<file path="src/rtl/mips_fetch_queue_if.sv">
// Fetch-stage handshake bundle: imem request/response, decode output, redirect.
// Latency: none (wires only).
// Backpressure: valid/ready on imem request and decode output; responses and redirects have no backpressure.
interface mips_fetch_queue_if;
    logic        imem_req_valid;
    logic        imem_req_ready;
    logic [31:0] imem_req_addr;
    logic        imem_resp_valid;
    logic [31:0] imem_resp_data;
    logic        inst_valid;
    logic        inst_ready;
    logic [31:0] inst_data;
    logic [31:0] inst_pc;
    logic        redirect_valid;
    logic [31:0] redirect_pc;

    // Fetch block side
    modport master (
        output imem_req_valid, imem_req_addr, inst_valid, inst_data, inst_pc,
        input  imem_req_ready, imem_resp_valid, imem_resp_data, inst_ready,
               redirect_valid, redirect_pc
    );

    // Memory / decode side
    modport slave (
        input  imem_req_valid, imem_req_addr, inst_valid, inst_data, inst_pc,
        output imem_req_ready, imem_resp_valid, imem_resp_data, inst_ready,
               redirect_valid, redirect_pc
    );
endinterface

</file>
<file path="src/rtl/mips_fetch_queue.sv">
// Sequential instruction fetch with a DEPTH-entry in-order response queue feeding decode.
// Latency: request in cycle 0, response in cycle N, inst_valid in cycle N+1 (no bypass).
// Backpressure: requests stop when allocated entries plus stale in-flight responses reach DEPTH.
module mips_fetch_queue #(
    parameter logic [31:0] RESET_PC = 32'h0010_0000,
    parameter int          DEPTH    = 4
) (
    input  logic              clk,
    input  logic              reset,
    mips_fetch_queue_if.master fq
);
    localparam int AW = $clog2(DEPTH);
    localparam int PW = AW + 1;
    typedef logic [PW-1:0] ptr_t;

    // Pointers carry one extra wrap bit so full and empty are distinguishable.
    // Entries in [head, fill) are filled, [fill, tail) are waiting on memory.
    logic [31:0] fetch_pc_q, fetch_pc_d;
    ptr_t        head_q, head_d;
    ptr_t        fill_q, fill_d;
    ptr_t        tail_q, tail_d;
    ptr_t        drop_q, drop_d;
    logic [31:0] pc_mem_q   [DEPTH];
    logic [31:0] pc_mem_d   [DEPTH];
    logic [31:0] data_mem_q [DEPTH];
    logic [31:0] data_mem_d [DEPTH];

    ptr_t        count;
    ptr_t        unfilled;
    logic [PW:0] credit_used;
    logic        accept;
    logic        pop;
    logic        resp_drop;
    logic        resp_fill;
    logic        resp_any;

    assign count       = tail_q - head_q;
    assign unfilled    = tail_q - fill_q;
    assign credit_used = {1'b0, count} + {1'b0, drop_q};

    assign fq.imem_req_valid = ~reset & (credit_used < (PW+1)'(DEPTH));
    assign fq.imem_req_addr  = fetch_pc_q;
    assign fq.inst_valid     = (fill_q != head_q);
    assign fq.inst_pc        = pc_mem_q[head_q[AW-1:0]];
    assign fq.inst_data      = data_mem_q[head_q[AW-1:0]];

    assign accept    = fq.imem_req_valid & fq.imem_req_ready;
    assign pop       = fq.inst_valid & fq.inst_ready;
    assign resp_drop = fq.imem_resp_valid & (drop_q != '0);
    assign resp_fill = fq.imem_resp_valid & (drop_q == '0) & (fill_q != tail_q);
    assign resp_any  = resp_drop | resp_fill;

    // Next-state for pointers, stale-response count and fetch PC; redirect overrides everything.
    always_comb begin
        fetch_pc_d = fetch_pc_q;
        head_d     = head_q;
        fill_d     = fill_q;
        tail_d     = tail_q;
        drop_d     = drop_q;
        if (fq.redirect_valid) begin
            // Every unfilled entry plus this cycle's accepted request becomes stale;
            // a response arriving now is already accounted for by consuming one of them.
            head_d     = tail_q;
            fill_d     = tail_q;
            tail_d     = tail_q;
            drop_d     = drop_q + unfilled + {{AW{1'b0}}, accept} - {{AW{1'b0}}, resp_any};
            fetch_pc_d = {fq.redirect_pc[31:2], 2'b00};
        end else begin
            if (accept) begin
                tail_d     = tail_q + 1'b1;
                fetch_pc_d = fetch_pc_q + 32'd4;
            end
            if (resp_fill) fill_d = fill_q + 1'b1;
            if (pop)       head_d = head_q + 1'b1;
            if (resp_drop) drop_d = drop_q - 1'b1;
        end
    end

    // Entry payload writes: PC at allocation, instruction word at fill.
    always_comb begin
        pc_mem_d   = pc_mem_q;
        data_mem_d = data_mem_q;
        if (accept)    pc_mem_d[tail_q[AW-1:0]]   = fetch_pc_q;
        if (resp_fill) data_mem_d[fill_q[AW-1:0]] = fq.imem_resp_data;
    end

    // Control state registers with synchronous reset.
    always_ff @(posedge clk) begin
        if (reset) begin
            fetch_pc_q <= RESET_PC;
            head_q     <= '0;
            fill_q     <= '0;
            tail_q     <= '0;
            drop_q     <= '0;
        end else begin
            fetch_pc_q <= fetch_pc_d;
            head_q     <= head_d;
            fill_q     <= fill_d;
            tail_q     <= tail_d;
            drop_q     <= drop_d;
        end
    end

    // Payload storage; contents are only observed behind valid pointers, so no reset.
    always_ff @(posedge clk) begin
        pc_mem_q   <= pc_mem_d;
        data_mem_q <= data_mem_d;
    end

    // A response with nothing waiting for it means the memory broke the one-per-request rule.
    a_resp_expected: assert property (@(posedge clk) disable iff (reset)
        fq.imem_resp_valid |-> ((drop_q != '0) || (fill_q != tail_q)));

endmodule

</file>
<file path="src/flat_wrapper.sv">
// flat-port wrapper written by rule: the top's interface ports become plain ports
module mips_fetch_queue_flat 
#(
    parameter logic [31:0] RESET_PC = 32'h0010_0000,
    parameter int          DEPTH    = 4
)
  (clk, reset, fq_imem_req_valid, fq_imem_req_addr, fq_inst_valid, fq_inst_data, fq_inst_pc, fq_imem_req_ready, fq_imem_resp_valid, fq_imem_resp_data, fq_inst_ready, fq_redirect_valid, fq_redirect_pc);
  mips_fetch_queue_if fq_i ();
  input  logic clk;
  input  logic reset;
  output wire logic [$bits(fq_i.imem_req_valid)-1:0] fq_imem_req_valid;
  output wire logic [$bits(fq_i.imem_req_addr)-1:0] fq_imem_req_addr;
  output wire logic [$bits(fq_i.inst_valid)-1:0] fq_inst_valid;
  output wire logic [$bits(fq_i.inst_data)-1:0] fq_inst_data;
  output wire logic [$bits(fq_i.inst_pc)-1:0] fq_inst_pc;
  input wire logic [$bits(fq_i.imem_req_ready)-1:0] fq_imem_req_ready;
  input wire logic [$bits(fq_i.imem_resp_valid)-1:0] fq_imem_resp_valid;
  input wire logic [$bits(fq_i.imem_resp_data)-1:0] fq_imem_resp_data;
  input wire logic [$bits(fq_i.inst_ready)-1:0] fq_inst_ready;
  input wire logic [$bits(fq_i.redirect_valid)-1:0] fq_redirect_valid;
  input wire logic [$bits(fq_i.redirect_pc)-1:0] fq_redirect_pc;
  assign fq_imem_req_valid = fq_i.imem_req_valid;
  assign fq_imem_req_addr = fq_i.imem_req_addr;
  assign fq_inst_valid = fq_i.inst_valid;
  assign fq_inst_data = fq_i.inst_data;
  assign fq_inst_pc = fq_i.inst_pc;
  assign fq_i.imem_req_ready = fq_imem_req_ready;
  assign fq_i.imem_resp_valid = fq_imem_resp_valid;
  assign fq_i.imem_resp_data = fq_imem_resp_data;
  assign fq_i.inst_ready = fq_inst_ready;
  assign fq_i.redirect_valid = fq_redirect_valid;
  assign fq_i.redirect_pc = fq_redirect_pc;
  mips_fetch_queue #(.RESET_PC(RESET_PC), .DEPTH(DEPTH)) u_core (.clk(clk), .reset(reset), .fq(fq_i));
endmodule
</file>
<file path="config.mk">
export PLATFORM = sky130hd
export DESIGN_NAME = mips_fetch_queue_flat
export DESIGN_NICKNAME = d
export VERILOG_FILES = /design/src/rtl/mips_fetch_queue_if.sv /design/src/rtl/mips_fetch_queue.sv /design/src/flat_wrapper.sv
export SDC_FILE = /design/constraint.sdc
export NUM_CORES = 1
export LEC_CHECK = 0
export ABC_CLOCK_PERIOD_IN_PS = 9450
export CAP_MARGIN = 20
export CORE_UTILIZATION = 59
export CTS_CLUSTER_SIZE = 20
export DETAILED_ROUTE_END_ITERATION = 10
export PLACE_DENSITY_LB_ADDON = 0.3
export SLEW_MARGIN = 5
export SYNTH_ARGS = -nofsm -noshare
export SYNTH_HDL_FRONTEND = slang
export SYNTH_SLANG_ARGS = --single-unit
</file>
<file path="constraint.sdc">
create_clock -name clk -period 9.45 [get_ports clk]
set_input_delay 1.4175 -clock clk [delete_from_list [all_inputs] [get_ports clk]]
set_output_delay 1.4175 -clock clk [all_outputs]
set_load 0.05 [all_outputs]
</file>
==> metrics.txt, run 1 <==
Final ANT Viol Nets=0; period utilisation layout=62.37%; top cell type's share of synthesized area=63.68%; DP Worst Slack=3.918 ns; CTS Buf Count=28; DR pass1 iterations=6; Worst R2R Start=u_core.head_q[1]$_SDFFE_PP0P_; Total Wirelength=23.48 mm; num rows=51; clock sink count=290; synthesized area=0.01169 mm2; DP HPWL=14.57 mm; slowest CP cell=dfxtp_4; setup total negative slack=0 ns; VDD IR max=0.0001488 V; Worst EP required=8.03 ns; Netlist cell types=53; Clk pwr share=33.6%; I/O Pins=168; WS Path Type=flop to primary output; R2R depth=17; Logic pwr share=18.7%; Seq pwr share=47.7%; hold buffers post-CTS=0; Hold EP=u_core.pc_mem_q[99]$_DFFE_PP_; Seq/Total Area, Yosys=70.88%; maxcap violations=0; EDFF count, synth=248; postcts setup bufs=0; met3 WL=1.492 mm; antenna violations before repair=0; Final setup viols=0; ant diodes=0; Worst setup SP type=flop; routability cong.=0.8052; clock latency on the worst-skew pair=0.54 ns; Die H=142.8 um; Via density=5.836; CP Capture Type=primary output; final hold violations=0; Worst R2R Setup Slack=3.92 ns; pwr dens=219.1 mW/mm2; Post-Synthesis Cells=657; max-slew violations=0; Port Buffers=161; number of gates resized after CTS=0; synth top area cells=edfxtp_1 (64%), mux4_2 (12%), dfxtp_1 (7.2%); CTS tree=yes; core area=0.01946 mm2; vias in the first global route=6,735; Synth Warn #=0; CP Max Fanout=66; WP depth=8; share of layout cells above drive strength 1=15.21%; final setup margin=3.556 ns; async set-reset flop share out of synthesis=0%; hold path startpoint=u_core.fq.imem_req_addr[3]$_SDFFE_PP0P_; outcome=completed; DR WL met2=11.97 mm; initial drt markers=421; Rel. slew slack=34.03%; Hold Crit Class=flop to flop; Final nets=918; hold_ws=0.5630 ns; average size of a mapped cell=17.80 um2; Layout Cells excl Fill=1,113; actual slew at the worst max-slew pin=0.9896 ns; leakage power figure=4.752 nW; crit-path cells=inv_1, fa_1, xor2_1, xnor2_1, ha_1, or4_1, nor2_1, clkdlybuf4s50_1; H-tree depth=1; pin count of the biggest net entering global routing=67; Total GRT Usage=23.77%; Die Width=142.8 um; die area=0.02039 mm2; routed len/inst=21.09 um; placed cell areas=0.01358 mm2; # DRC=0; placed insts=1,062; clk slew on worst S/H paths=0.06 ns; Vias=6,495; Max clock buf depth=3; post-layout min period=5.894 ns; Metal-1 WL=9.575 mm; Switching Fraction=27.39%; Congestion Overflow GR=0; area leader, netlist=edfxtp_1; post-synthesis register bit count=290; Sw Pwr=0.8690 mW; RSZ-0062 raised after global routing=no; final instance area=0.01448 mm2; area grow syn2layout=23.83%; internal power=2.304 mW; Top Family by Delay on Critical Path=buffers and inverters; first-pass GRT wire length=36.22 mm; r2r endpoint=u_core.drop_q[2]$_SDFFE_PP0P_; main flop type after synthesis=edfxtp_1; top sig layer=met4; Root Buffer=clkbuf_16; skew final=0.01792 ns; CP bufs+invs=2; CP peak stage delay=1.00 ns; Max Clk Rate=169.7 MHz; Initial Utilization=60.08%; hold depth=0; crit path DAT=4.48 ns
-- cells in the mapped netlist (2+ instances only) --
library cell  count
nand3_1          10
clkbuf_1         16
or3_1             6
fa_1              6
inv_1            16
nand4_1           6
and4_1            7
a311oi_1          5
clkbuf_2          2
dfxtp_1          42
o21ai_0           5
a21o_1            2
mux4_2           62
a221oi_1          2
a2111oi_1         4
nand2_1          30
a211oi_1         11
nor2_1           34
xor2_1           12
edfxtp_1        248
ha_1             15
o31ai_1           2
mux2i_1           3
and3_1            7
xnor2_1          20
nor2b_1           7
nor4_1           10
buf_1            11
a21oi_1          16
or4_1             3
or4_4             2
nor3_1            7
buf_4             4
a21boi_0          2
and2_1            4
-- worst reg2reg max path, stage by stage, from the launching register on --
cell and delay, ns:
dfxtp_4 1.00, inv_1 0.17, fa_1 0.44, xor2_1 0.16, xnor2_1 0.17, ha_1 0.26
nor4_1 0.34, nand3_1 0.28, fa_1 0.54, fa_1 0.49, inv_1 0.05, fa_1 0.37
fa_1 0.38, xor2_1 0.18, xnor2_1 0.14, a22oi_1 0.22, xor2_1 0.17, nor2_1 0.05
-- per-layer routing --
| metal | GRT usage [%] | vias up |
|---|---|---|
| li1 | - | 2949 |
| met1 | 31.61 | 3284 |
| met2 | 40.51 | 230 |
| met3 | 4.259 | 32 |
| met4 | 6.791 | 0 |
| met5 | 0 | - |
-- cell type report --
cell class                      instances  area [um2]
Inverter                               17       63.81
Clock buffer                           36       824.5
Clock inverter                         15       73.82
Multi-Input combinational cell        318        3197
Tap cell                              265       331.6
Timing Repair Buffer                  172        1694
Fill cell                            1163        4982
Sequential cell                       290        8295
-- power by group through the flow --
stage | Combinational (mW) | Sequential (mW) | Clock (mW)
after global placement | 0.577 | 1.53 | 0
after CTS | 0.600 | 1.51 | 1.08
after detailed placement | 0.596 | 1.54 | 0
after global routing | 0.634 | 1.52 | 1.13
after floorplan | 0.388 | 1.54 | 0
final | 0.594 | 1.51 | 1.07
-- state kept, by name, indices dropped and copies added, names as in the netlist --
register                 cells
u_core.pc_mem_q            120
u_core.head_q                3
u_core.fq.imem_req_addr     30
u_core.fill_q                3
u_core.data_mem_q          128
u_core.tail_q                3
u_core.drop_q                3
-- cells by family (layout without fill, tap and decap cells) --
group	after synthesis	after routing	synth area share (%)
fa+ha+maj	21	21	2.632
buf+inv	52	240	1.894
xor+xnor	32	32	2.397
mux	66	66	12.29
simple gates	141	141	6.570
other cells	1	4	0.03207
compound gates	54	54	3.306
flops	290	290	70.88
-- worst max path at each step --
| stage | from | to | slack [ns] |
|---|---|---|---|
| after global routing | u_core.head_q[1]$_SDFFE_PP0P_ | fq_imem_req_valid | 3.27 |
| after global placement | reset | u_core.drop_q[2]$_SDFFE_PP0P_ | 4.01 |
| after floorplan | u_core.head_q[1]$_SDFFE_PP0P_ | u_core.drop_q[2]$_SDFFE_PP0P_ | 4.39 |
| final | u_core.head_q[1]$_SDFFE_PP0P_ | fq_imem_req_valid | 3.56 |
| after CTS | u_core.head_q[1]$_SDFFE_PP0P_ | fq_imem_req_valid | 3.49 |
| after detailed placement | reset | u_core.drop_q[2]$_SDFFE_PP0P_ | 3.92 |
-- cells in the final DEF (no fill, tap or decap), types with 10 or more instances in the layout --
cell | netlist | final
dfxtp_1 | 42 | 40
edfxtp_1 | 248 | 248
xnor2_1 | 20 | 20
a211oi_1 | 11 | 11
inv_1 | 16 | 16
clkdlybuf4s50_1 | 0 | 161
nor4_1 | 10 | 10
buf_4 | 4 | 11
xor2_1 | 12 | 12
nand2_1 | 30 | 30
nor2_1 | 34 | 34
mux4_2 | 62 | 62
a21oi_1 | 16 | 16
nand3_1 | 10 | 10
ha_1 | 15 | 15
clkbuf_16 | 0 | 31
-- per-stage QoR --
stage | utilization (%) | power [mW]
floorplan | - | 1.932
global placement | 69.78 | 2.110
detailed placement | 69.78 | 2.136
CTS | 74.40 | 3.195
global route | 74.40 | 3.283
finish | 74.40 | 3.173
Note: power is estimated with default switching activity, not from simulation.
==> run 2: changes to the inputs <==
--- a/config.mk
+++ b/config.mk
@@ -5,9 +5,9 @@
 export SDC_FILE = /design/constraint.sdc
 export NUM_CORES = 1
 export LEC_CHECK = 0
-export ABC_CLOCK_PERIOD_IN_PS = 9450
+export ABC_CLOCK_PERIOD_IN_PS = 5900
 export CAP_MARGIN = 20
-export CORE_UTILIZATION = 59
+export CORE_UTILIZATION = 54
 export CTS_CLUSTER_SIZE = 20
 export DETAILED_ROUTE_END_ITERATION = 10
 export PLACE_DENSITY_LB_ADDON = 0.3
==> constraint.sdc (replaced) <==
create_clock -name clk -period 5.9 [get_ports clk]
set_input_delay 0.885 -clock clk [delete_from_list [all_inputs] [get_ports clk]]
set_output_delay 0.885 -clock clk [all_outputs]
set_load 0.05 [all_outputs]
==> run 2 against run 1 <==
Global-route usage down 1.7 points. Clock skew up 0.0013 ns. Combinational power up 65%. Non-clock buffer count up 3. First-iteration DRC count up 47%. Clock power up 66%.
==> metrics.txt, run 2 (synthesis gave the netlist of run 1 again) <==
outcome=completed; Worst EP required=6.30 ns (-1.73 ns); WS Path Type=flop to flop; crit-path cells=inv_1, ha_1, inv_1, fa_1, xor2_1, xnor2_1, ha_1, nor4_1, nand3_1, fa_1, fa_1, inv_1, fa_1, fa_1, xor2_1, xnor2_1, a22oi_1, xor2_1, nor2_1; max-slew violations=0 (unchanged); share of layout cells above drive strength 1=14.92% (-0.29 points); most frequent cells in the layout=edfxtp_1 (248), clkdlybuf4s50_1 (161), mux4_2 (62), dfxtp_1 (40), nor2_1 (34); Max clock buf depth=3 (unchanged); CP Max Fanout=6 (-91%); maxcap violations=0 (unchanged); final instance area=0.01454 mm2 (+0.42%); placed insts=1,075 (+1.2%); Vias=6,513 (+0.28%); Hold Crit Class=flop to flop; Max Clk Rate=194.2 MHz; Die H=149.2 um (+4.5%); period utilisation layout=87.26%; skew final=0.01924 ns (+0.001321 ns); die area=0.02225 mm2 (+9.1%); DR pass1 iterations=5 (-1); RSZ-0062 raised after global routing=no; clock sink count=290 (unchanged); actual slew at the worst max-slew pin=1.055 ns (+0.06568 ns); placed cell areas=0.01362 mm2 (+0.26%); Total Wirelength=23.91 mm (+1.9%); clk slew on worst S/H paths=0.06 ns (about the same); leakage power figure=4.768 nW (+0.34%); final hold violations=0 (unchanged); routability cong.=0.8019 (-0.41%); Final setup viols=0 (unchanged); hold buffers post-CTS=0 (unchanged); Final ANT Viol Nets=0 (unchanged); Via density=5.779 (-0.97%); # DRC=0 (unchanged); setup total negative slack=0 ns (unchanged); Total GRT Usage=22.08% (-1.7 points); CTS tree=yes; pwr dens=354.9 mW/mm2 (+62%); pin count of the biggest net entering global routing=66 (-1.5%); VDD IR max=0.0002636 V (+77%); num rows=53 (+3.9%); Biggest register=u_core.data_mem_q; most common cell after layout, fill and taps aside=edfxtp_1; antenna violations before repair=1 (+1); vias in the first global route=6,700 (-0.52%); Die Width=149.2 um (+4.5%); Worst R2R Setup Slack=0.75 ns (-3.17 ns); max reg flops=128 (unchanged); Root Buffer=clkbuf_16; Rel. slew slack=29.65% (-4.4 points); area grow syn2layout=24.35%; postcts setup bufs=0 (unchanged); CP Capture Type=flop; hold_ws=0.5629 ns (-0.0001230 ns); I/O Pins=168 (unchanged); H-tree depth=1 (unchanged); number of gates resized after CTS=0 (unchanged); Port Buffers=161 (unchanged); post-layout min period=5.148 ns; CTS Buf Count=29 (+3.6%); Initial Utilization=55.28% (-4.8 points); DP HPWL=15.25 mm (+4.7%); Final nets=922 (+0.44%); Layout Cells excl Fill=1,127 (+1.3%); crit path DAT=5.55 ns (+1.07 ns); slowest CP cell=fa_1; clock latency on the worst-skew pair=0.54 ns (about the same); cell mode on critical path=fa_1; CP peak stage delay=0.54 ns (-0.46 ns); core area=0.02115 mm2 (+8.7%); first-pass GRT wire length=37.03 mm (+2.2%); Congestion Overflow GR=0 (unchanged); routed len/inst=21.22 um (+0.60%); Final Total Pwr=5.161 mW (+63%); Worst setup SP type=flop; initial drt markers=619 (+47%)
-- run 2: cell types whose count changed in the layout (fill, tap and decap cells not counted), moves of 2 or more --
cell | previous run | this run
buf_4 | 11 | 14
bufinv_16 | 0 | 4
clkbuf_1 | 2 | 9
clkbuf_16 | 31 | 29
clkbuf_8 | 3 | 0
clkinv_1 | 6 | 4
clkinv_2 | 7 | 4
-- run 2: power breakdown --
part,switching [mW],internal [mW],total (mW)
clock network,0.705,1.07,1.78
logic,0.603,0.375,0.978
registers,0.0671,2.34,2.40
total,1.38,3.79,5.16
-- run 2: critical path: cells and delay by family (launching register included) --
kind / cells / cell delay (ns)
AO/OA/AOI/OAI: 1 / 0.21
XOR/XNOR: 5 / 0.85
adder cells (fa/ha/maj): 7 / 2.60
buffers and inverters: 3 / 0.27
flip-flops: 1 / 0.39
AND/OR/NAND/NOR: 3 / 0.69
-- run 2: worst paths after layout --
kind | startpoint | to | depth (start not counted)
max | u_core.tail_q[0]$_SDFFE_PP0P_ | u_core.drop_q[2]$_SDFFE_PP0P_ | 19
min | u_core.fq.imem_req_addr[28]$_SDFFE_PP0P_ | u_core.pc_mem_q[124]$_DFFE_PP_ | 0
max reg2reg | u_core.tail_q[0]$_SDFFE_PP0P_ | u_core.drop_q[2]$_SDFFE_PP0P_ | 19
min reg2reg | u_core.fq.imem_req_addr[28]$_SDFFE_PP0P_ | u_core.pc_mem_q[124]$_DFFE_PP_ | 0
-- run 2: metal layers --
metal,vias to the layer above,share of wire (%),GRT usage (%)
met1,3283,41,30.09
met4,2,1.7,6.276
met2,252,50,36.98
li1,2942,-,-
met5,-,0.046,0
met3,34,7.2,3.578
-- run 2: final cells by class --
type	count	area, um2
inverter	17	63.81
fill	1335	6613
sequential	290	8295
multi-input combinational	318	3197
antenna	1	2.502
clock inverter	13	162.7
clock buffer	38	759.5
timing repair buffer	175	1717
tap	275	344.1
-- run 2: through the flow --
| step | setup slack (ns) | utilization (%) |
|---|---|---|
| 6_report | 0.7519 | 68.74 |
| 5_1_grt | 0.4807 | 68.73 |
| 4_1_cts | 0.7682 | 68.73 |
| 3_5_place_dp | 0.8022 | 64.37 |
| 3_3_place_gp | 1.056 | 64.37 |
| 2_1_floorplan | 0.8397 | - |
==> variant (config.mk and constraints of run 2) <==
`DEPTH` is set to 4 in 2 places; all go to 8.
--- a/src/rtl/mips_fetch_queue.sv
+++ b/src/rtl/mips_fetch_queue.sv
@@ -3,7 +3,7 @@
 // Backpressure: requests stop when allocated entries plus stale in-flight responses reach DEPTH.
 module mips_fetch_queue #(
     parameter logic [31:0] RESET_PC = 32'h0010_0000,
-    parameter int          DEPTH    = 4
+    parameter int          DEPTH    = 8
 ) (
     input  logic              clk,
     input  logic              reset,
--- a/src/flat_wrapper.sv
+++ b/src/flat_wrapper.sv
@@ -2,7 +2,7 @@
 module mips_fetch_queue_flat 
 #(
     parameter logic [31:0] RESET_PC = 32'h0010_0000,
-    parameter int          DEPTH    = 4
+    parameter int          DEPTH    = 8
 )
   (clk, reset, fq_imem_req_valid, fq_imem_req_addr, fq_inst_valid, fq_inst_data, fq_inst_pc, fq_imem_req_ready, fq_imem_resp_valid, fq_imem_resp_data, fq_inst_ready, fq_redirect_valid, fq_redirect_pc);
   mips_fetch_queue_if fq_i ();
Formal check against the unedited RTL: not equivalent (Yosys sat finds a counterexample within 10 cycles, from zero or initial values and one cycle with reset high).
==> variant against run 2 <==
Utilization shrank 3.5 points. Worst setup slack gained 49 ps. Critical path type unchanged. Synthesized area grew 87%. Highest routed layer is now met4. Largest power group unchanged. Design area grew 79%. Total power grew 77%. Clock skew grew 3.6 ps. Routed wire length grew 100%. Sequential cell count grew 252.
==> variant: results (changes against run 2) <==
Yosys
  – Post-synthesis compound-gate area fraction: 0.0257 (was 0.0331)
  – EDFF count, synth: 496 (was 248)
  – Xor and xnor area share after synthesis: 0.0180 (was 0.0240)
  – Post-synthesis mux area share: 0.129 (was 0.123)
  – Count of different cell masters after synthesis: 65 (was 53)

Global routing
  – GR Layer Usage met2: 0.398 (was 0.370)
  – Vias in the first global route: 12,500 (was 6,700)
  – Met3 usage: 0.0361 (was 0.0358)

Final layout
  – Final non-filler cell total: 2,000 (was 1,127)
  – Max reg flops: 256 (was 128)
  – Fillers: 2,702 (was 1,335)
  – Layout cells sized above 1: 0.186 (was 0.149)
  – ANT cells: 0 (was 1)
  – Layout Nets: 1,524 (was 922)

Timing
  – Worst Skew: 22.9 ps (was 19.2 ps)
  – Final period util: 0.864 (was 0.873)
  – Relative slew slack: 0.349 (was 0.296)

Worst setup path
  – Max incr delay on CP: 610 ps (was 540 ps)
  – Worst path arrival time: 5600 ps (was 5550 ps)
  – Slowest cell on crit path: dfxtp_1 (was fa_1)

Detailed routing
  – Met1 wire length: 19.8 mm (was 9.73 mm)
  – Met2 WL: 24.3 mm (was 12.0 mm)
  – WL/cell: 24.0 um (was 21.2 um)
  – DR iter-0 viols: 1,079 (was 619)

Status
  – Status: completed (unchanged)

Worst hold path
  – Worst Hold Path Cells: 2 (was 0)

Clocking
  – Max H-tree Level: 2 (was 1)
  – Worst skew pair latency: 590 ps (was 540 ps)

Place
  – GPL Wtd Cong: 0.809 (was 0.802)
==> variant: cell types whose count changed in the layout (fill, tap and decap cells not counted), sizes merged, moves of 6 or more <==
cell    delta
nor3       +6
inv       +10
nand4      +7
buf       +22
mux4      +62
clkinv    +14
xnor2     +10
edfxtp   +248
nor4       +8
clkbuf    +29
nor2b      -7
nand2    +186
nand3      +7
==> variant: area by class of cell <==
cell class              count  area [um2]  share of cell area
clock buffers              67        1440              0.0555
repair buffers            196        1900              0.0731
inverters                  26        97.6             0.00376
multi-input cells         613        5760               0.222
well taps                 525         657              0.0253
clock inverters            31         283              0.0109
flip-flops and latches    542       15800               0.609
==> variant: through the flow <==
step / util / cell area [um2] / hold WS (ps)
floorplan: - / 21900 / 536
global placement: 0.608 / 24200 / 560
detailed placement: 0.609 / 24200 / 586
CTS: 0.652 / 26000 / 604
global route: 0.652 / 26000 / 626
finish: 0.652 / 26000 / 605
